<file path="src/rtl/fir_out_collector.sv">
// fir_out_collector: circular capture buffer for the FIR output stream with a registered read port.
// Define FIR_COLLECTOR_SIG_EN to enable the LFSR-style signature on SIG; otherwise SIG is tied to zero.
module fir_out_collector #(
   parameter int NB    = 9,
   parameter int DEPTH = 16,
   parameter int AW    = 4
) (
   input  logic          CLK,
   input  logic          RST,
   input  logic          VIN,
   input  logic [NB-1:0] DIN,
   input  logic          CLR,
   input  logic          RD_EN,
   output logic [NB-1:0] DOUT,
   output logic          VOUT,
   output logic [AW:0]   COUNT,
   output logic          FULL,
   output logic          EMPTY,
   output logic          OVF,
   output logic [15:0]   SIG
);
   logic [NB-1:0] mem [DEPTH];
   logic [AW-1:0] wr_ptr_q, wr_ptr_d, rd_ptr_q, rd_ptr_d;
   logic [AW:0]   count_q, count_d;
   logic [NB-1:0] dout_q, dout_d;
   logic          vout_q, vout_d, ovf_q, ovf_d;
   logic          rd_acc, wr_acc, mem_we;

   assign FULL  = count_q == (AW+1)'(DEPTH);
   assign EMPTY = count_q == '0;
   assign COUNT = count_q;
   assign DOUT  = dout_q;
   assign VOUT  = vout_q;
   assign OVF   = ovf_q;

   // a read in the same cycle frees the slot the write needs, so FULL alone does not drop
   always_comb begin
      rd_acc   = RD_EN & ~EMPTY;
      wr_acc   = VIN & (~FULL | rd_acc);
      mem_we   = ~CLR & wr_acc;
      wr_ptr_d = CLR ? '0 : wr_acc ? wr_ptr_q + 1'b1 : wr_ptr_q;
      rd_ptr_d = CLR ? '0 : rd_acc ? rd_ptr_q + 1'b1 : rd_ptr_q;
      count_d  = CLR ? '0 : (wr_acc & ~rd_acc) ? count_q + 1'b1 :
                 (rd_acc & ~wr_acc) ? count_q - 1'b1 : count_q;
      dout_d   = (~CLR & rd_acc) ? mem[rd_ptr_q] : dout_q;
      vout_d   = ~CLR & rd_acc;
      ovf_d    = ~CLR & (ovf_q | (VIN & ~wr_acc));
   end

   always_ff @(posedge CLK or posedge RST) begin
      if (RST) begin
         wr_ptr_q <= '0;
         rd_ptr_q <= '0;
         count_q  <= '0;
         dout_q   <= '0;
         vout_q   <= 1'b0;
         ovf_q    <= 1'b0;
      end else begin
         wr_ptr_q <= wr_ptr_d;
         rd_ptr_q <= rd_ptr_d;
         count_q  <= count_d;
         dout_q   <= dout_d;
         vout_q   <= vout_d;
         ovf_q    <= ovf_d;
      end
   end

   always_ff @(posedge CLK)
      if (mem_we) mem[wr_ptr_q] <= DIN;

`ifdef FIR_COLLECTOR_SIG_EN
   logic [15:0] sig_q, sig_d;

   always_comb
      sig_d = CLR ? '0 : wr_acc ? {sig_q[14:0], sig_q[15] ^ sig_q[4] ^ sig_q[2] ^ sig_q[1]} ^
              {{(16-NB){1'b0}}, DIN} : sig_q;

   always_ff @(posedge CLK or posedge RST)
      if (RST) sig_q <= '0;
      else     sig_q <= sig_d;

   assign SIG = sig_q;
`else
   assign SIG = 16'h0000;
`endif
endmodule
</file>
<file path="config.mk">
export PLATFORM = sky130hd
export DESIGN_NAME = fir_out_collector
export DESIGN_NICKNAME = d
export VERILOG_FILES = /design/src/rtl/fir_out_collector.sv
export SDC_FILE = /design/constraint.sdc
export NUM_CORES = 1
export LEC_CHECK = 0
export BUFFER_PORTS_ARGS = -buffer_cell sky130_fd_sc_hd__buf_4
export CAP_MARGIN = 20
export CELL_PAD_IN_SITES_DETAIL_PLACEMENT = 0
export CELL_PAD_IN_SITES_GLOBAL_PLACEMENT = 1
export CORE_MARGIN = 2
export CORE_UTILIZATION = 39
export CTS_CLUSTER_SIZE = 24
export DETAILED_ROUTE_END_ITERATION = 12
export MAX_ROUTING_LAYER = met4
export PLACE_DENSITY = 0.69
export SYNTH_ARGS = -nofsm -noshare
export SYNTH_HDL_FRONTEND = slang
export SYNTH_SLANG_ARGS = --single-unit
export TNS_END_PERCENT = 30
</file>
<file path="constraint.sdc">
create_clock -name CLK -period 6.83 [get_ports CLK]
set_input_delay 1.366 -clock CLK [delete_from_list [all_inputs] [get_ports CLK]]
set_output_delay 1.366 -clock CLK [all_outputs]
set_load 0.01 [all_outputs]
</file>
# Word-level counts from Yosys, hierarchy flattened
# Memory sizes are Yosys's and may differ from the RTL's. A register that Yosys moved wholly into a read port is not among the register bits.
# Cells that the tools add are included.
op_classes:
  mux: 9
  multipliers: 0
  n_shift: 0
  addsub: 4
  n_div: 0
  bitwise_logic: 15
  reduce_logical: 4
  n_lt_le_gt_ge: 0
  eq_ne: 1
ops:
  columns: ["op", "n"]
  rows:
  - ["4-bit two-way mux", 4]
  - ["5-bit two-way mux", 3]
  - ["4-bit by 1-bit adder with 4-bit output, second input constant", 2]
  - ["1-bit bitwise AND", 8]
  - ["5-bit by 1-bit adder with 5-bit output, second input constant", 1]
  - ["5-bit == test, second input constant", 1]
  - ["5-bit zero test", 1]
  - ["1-bit inverter", 5]
  - ["5-bit by 1-bit subtractor with 5-bit output, second input constant", 1]
  - ["2-bit nonzero test", 2]
  - ["3-bit nonzero test", 1]
  - ["1-bit two-way mux", 2]
  - ["1-bit OR", 2]
totals:
  mem_count: 1
  mem_bits_rw: 144
  rom_bits: 0
  latchBits: 0
  out_inout_bits: 34
  regBits: 15
memory_table:
  columns: ["memory", "depth", "width", "rd", "rd_ports_with_merged_regs", "write_ports", "line", "text"]
  rows:
  - ["mem", 16, 9, 1, 1, 1, "22", "logic [NB-1:0] mem [DEPTH];"]

# Logic depth before layout (Yosys ltp)
logic_depth:
  word_depth: 10
  depth_mapped: 9
  depth_no_buf: 8

# Least setup slack after synthesis
# Ideal clock, no wire load.
synth_timing:
  kind: "input -> register"
  startpoint: "input port VIN"
  endpoint: "register count_q[4], in the netlist COUNT[4]"
  arrival_time_ns: 3.017
  path_stages: 8
  n_path_buf: 1
  required_time_ns: 6.742
  setup_ns: 0.088
  setup_slack_ns: 3.725
  cell_sequence: "clkbuf_1 -> o31a_4 -> nand2_1 -> ha_1 -> a21oi_1 -> and4b_1 -> o21ai_0 -> a41oi_1"
synth_via:
  elab_chain_cells: 4
  elab_cells_between_ends: 7
synth_rtl:
  columns: ["element", "line", "text"]
  rows:
  - ["from (decl)", "10", "input logic VIN,"]
  - ["1-bit bitwise AND *", "39", "wr_acc = VIN & (~FULL | rd_acc);"]
  - ["1-bit bitwise AND or 1-bit inverter (tied branches)", "43, 44", null]
  - ["5-bit two-way mux or 1-bit bitwise AND (tied branches)", "43, 44", null]
  - ["5-bit two-way mux or 3-bit nonzero test (tied branches)", null, null]
  - ["to (signal assigned)", "61", "count_q <= count_d;"]
  - ["to (decl)", "24", "logic [AW:0] count_q, count_d;"]
# Mark *: on every way between the ends. The rest lies on a longest branch, timed or not.
# A chain may end at the register's enable or synchronous reset.

# Worst setup path after layout
layout_timing:
  startpoint: "register count_q[1], in the netlist COUNT[1]"
  endpoint: "output port FULL"
layout_via:
  elab_chain_cells: 1
layout_rtl:
  columns: ["element", "line", "text"]
  rows:
  - ["5-bit == test", "29", "assign FULL = count_q == (AW+1)'(DEPTH);"]
  - ["to (decl)", "17", "output logic FULL,"]
# Every way passes these cells.

==> load_flow_metrics.sql <==
INSERT INTO impl_metrics (metric_group, metric, value, unit) VALUES
('floorplanning', 'placementRows', '48', ''),
('yosys', 'synth_ff_type', 'sky130_fd_sc_hd__edfxtp_1', ''),
('worst_setup_path', 'critical_path.endpoint_type', 'output pin', ''),
('pwr', 'powerDensity', '327', 'nW/um^2'),
('clock_network', 'tritoncts', 'done', ''),
('yosys', 'synth_cells', '379', ''),
('global_routing', 'grt_overflow', '0', ''),
('yosys', 'area_fraction_of_the_dominant_cell_type_after_synthesis', '62.1', '%'),
('pwr', 'vdd.ir_drop.worst', '0.171', 'mV'),
('sta', 'hold-worst-slack', '503', 'ps'),
('floorplanning', 'die_h', '138', 'um'),
('route', 'route.detailed.drc', '0', ''),
('yosys', 'synth_most_common_cell', 'sky130_fd_sc_hd__edfxtp_1', ''),
('worst_setup_path', 'slowest_delay', '670', 'ps'),
('floorplanning', 'placeableCoreArea', '17400', 'sq um'),
('worst_setup_path', 'critPathRequiredTime', '5460', 'ps'),
('worst_setup_path', 'startpoint_class', 'register', ''),
('floorplanning', 'die_w', '138', 'um'),
('worst_setup_path', 'path_cells', 'or4_4 > nor2_1 > buf_4', ''),
('sta', 'finalHoldViolCount', '0', ''),
('final_layout', 'final_layout_size_suffix_gt1_share', '27.6', '%'),
('global_routing', 'grt_pass1_vias', '3546', ''),
('global_routing', 'largest_net_degree_at_the_start_of_global_routing', '39', ''),
('placed_design', 'globalplace.congestion', '0.770', ''),
('route', 'route.detailed.wl_per_inst', '20.7', 'um'),
('yosys', 'netlist.top_cell.by_area', 'sky130_fd_sc_hd__edfxtp_1', ''),
('placed_design', 'detailed_place.area', '7350', 'sq um'),
('final_layout', 'layout.cell_area.non_filler', '7990', 'sq um'),
('route', 'drt_iter0_drc', '204', ''),
('global_routing', 'first_pass_grt_wire_length', '20600', 'um'),
('route', 'antenna_violating_nets_left', '0', ''),
('clock_network', 'clk-insertion-delay-late', '420', 'ps'),
('yosys', 'synth_area_leaders', 'sky130_fd_sc_hd__edfxtp_1 62%, sky130_fd_sc_hd__mux4_2 12%, sky130_fd_sc_hd__dfrtp_1 8.6%', ''),
('worst_hold_path', 'hold_class', 'reg2reg', ''),
('clock_network', 'cts_buffer_depth', '2', ''),
('clock_network', 'cts-root-buf', 'sky130_fd_sc_hd__clkbuf_16', ''),
('sta', 'worst_clock_skew', '10.6', 'ps'),
('yosys', 'synth.lib_cells_used.distinct', '44', ''),
('worst_setup_path', 'endpoint_arrival_time_on_the_critical_path', '1840', 'ps'),
('placed_design', 'place.detailed.hpwl', '8560', 'um'),
('clock_network', 'post_cts_resize_count', '0', ''),
('route', 'post_drt_via_cell_ratio', '5.16', ''),
('floorplanning', 'die_area', '18900', 'sq um'),
('pwr', 'leakage', '2.69', 'nW'),
('sta', 'final_setup_vio_count', '0', ''),
('final_layout', 'fin_nets', '438', ''),
('yosys', 'yosys-top-cells-count', '144 x sky130_fd_sc_hd__edfxtp_1, 36 x sky130_fd_sc_hd__mux4_2, 28 x sky130_fd_sc_hd__nor2_1', ''),
('clock_network', 'postCtsSetupBuffers', '0', ''),
('worst_setup_path', 'worst-setup-path-type', 'reg2out', ''),
('outcome', 'outcome', 'finished, final reports clean', ''),
('placed_design', 'io_buffers', '31', ''),
('clock_network', 'htreeDepth', '4', ''),
('floorplanning', 'start_util', '40.1', '%'),
('sta', 'final_period_minus_worst_setup_slack', '3200', 'ps'),
('worst_setup_path', 'cpMaxStageDelayCell', 'sky130_fd_sc_hd__or4_4', ''),
('clock_network', 'post_cts_hold_buffer_count', '0', ''),
('global_routing', 'global_route.usage.total', '15.9', '%'),
('yosys', 'async_flop_share', '14.3', '%'),
('yosys', 'yosysSeqAreaShare', '70.8', '%'),
('run', 'max_capacitance_violation_count', '0', ''),
('final_layout', 'antenna-diode-count', '0', ''),
('final_layout', 'flow.area_growth_from_synthesis', '14.7', '%'),
('yosys', 'synth_enable_flop_cells', '144', ''),
('yosys', 'yosys_warnings', '0', ''),
('route', 'firstDrtPassIters', '4', ''),
('clock_network', 'clkSinkCount', '168', ''),
('global_routing', 'antenna_found_initial', '0', ''),
('worst_setup_path', 'path_max_fanout', '12', ''),
('floorplanning', 'ios', '48', ''),
('sta', 'worst_slew_margin_rel', '28.4', '%'),
('final_layout', 'fillerInstances', '1454', '');
-- cells by family after synthesis --
family | share of synthesized area [%]
other | 0.0539
AND/OR/NAND/NOR | 4.48
adder cells (fa/ha/maj) | 1.91
XOR/XNOR | 0.881
flip-flops | 70.8
AO/OA/AOI/OAI | 3.49
buffers and inverters | 3.27
multiplexers | 15.2
-- where the power goes --
group          total, W  switching (W)  internal [W]
Sequential      0.00123      0.0000650       0.00117
Combinational  0.000389       0.000210      0.000178
Clock          0.000988       0.000403      0.000585
Total           0.00261       0.000678       0.00193
-- final cells by class --
type | count | area [sq um] | share of cell area [%]
Sequential cell | 168 | 4930 | 61.7
Multi-Input combinational cell | 187 | 1860 | 23.3
Tap cell | 225 | 282 | 3.52
Clock buffer | 18 | 429 | 5.37
Timing Repair Buffer | 35 | 283 | 3.54
Clock inverter | 14 | 184 | 2.30
Inverter | 5 | 18.8 | 0.235
-- registers in the layout, summed over array words and instances, names as in the netlist --
register  count
DOUT          9
mem         144
wr_ptr_q      4
rd_ptr_q      4
COUNT         5
VOUT          1
OVF           1
-- per-stage QoR --
step | total power, W | utilization, % | worst slack, ps | instances
2_1_floorplan | 0.00150 | - | 3720 | 394
3_3_place_gp | 0.00163 | 42.3 | 3620 | 619
3_5_place_dp | 0.00165 | 42.3 | 3540 | 619
4_1_cts | 0.00263 | 45.9 | 3600 | 651
5_1_grt | 0.00271 | 46.0 | 3560 | 652
6_report | 0.00261 | 46.0 | 3630 | 652
-- routing by layer --
metal  track usage (%)  share of wire, %
met5                 -                 0
met4              5.04               1.1
met2              26.2                51
met1              19.5                43
met3              3.64               4.9
-- worst paths after layout --
check                      slack (ps)                       to  cells past startpoint                 start
setup / recovery                 3630                     FULL                      3  COUNT[1]$_DFFE_PP0P_
hold / removal                    500      DOUT[1]$_DFFE_PP0P_                      2   DOUT[1]$_DFFE_PP0P_
min in group asynchronous         950     COUNT[4]$_DFFE_PP0P_                      2                   RST
setup reg to reg                 4000     COUNT[4]$_DFFE_PP0P_                      8  COUNT[1]$_DFFE_PP0P_
hold reg to reg                   500      DOUT[1]$_DFFE_PP0P_                      2   DOUT[1]$_DFFE_PP0P_
max in group asynchronous        5430  rd_ptr_q[2]$_DFFE_PP0P_                      3                   RST
-- critical path, delay by kind of cell, from the launching register on --
family	cells	cell delay, ps
simple gates	2	820
buf+inv	1	130
flops	1	460
-- cell usage in the layout (no fill, tap or decap), drive strengths merged, types with 2 or more instances in the layout --
| cell | synthesis | routed |
|---|---|---|
| o211ai | 2 | 2 |
| clkinv | 0 | 3 |
| xnor2 | 3 | 3 |
| buf | 29 | 35 |
| xor2 | 4 | 4 |
| mux2 | 4 | 4 |
| mux4 | 36 | 36 |
| nor2 | 28 | 28 |
| nand3 | 7 | 7 |
| o221ai | 9 | 9 |
| nand2b | 2 | 2 |
| bufinv | 0 | 3 |
| o311ai | 2 | 2 |
| nand2 | 16 | 16 |
| o21ai | 4 | 4 |
| conb | 1 | 16 |
| clkbuf | 5 | 18 |
| dfrtp | 24 | 24 |
| a21oi | 5 | 5 |
| or3 | 2 | 2 |
| edfxtp | 144 | 144 |
| nor2b | 2 | 2 |
| ha | 9 | 9 |
| inv | 5 | 12 |
| or2 | 2 | 2 |
| mux2i | 20 | 20 |
No activity file was read; power rests on OpenSTA's default activity.
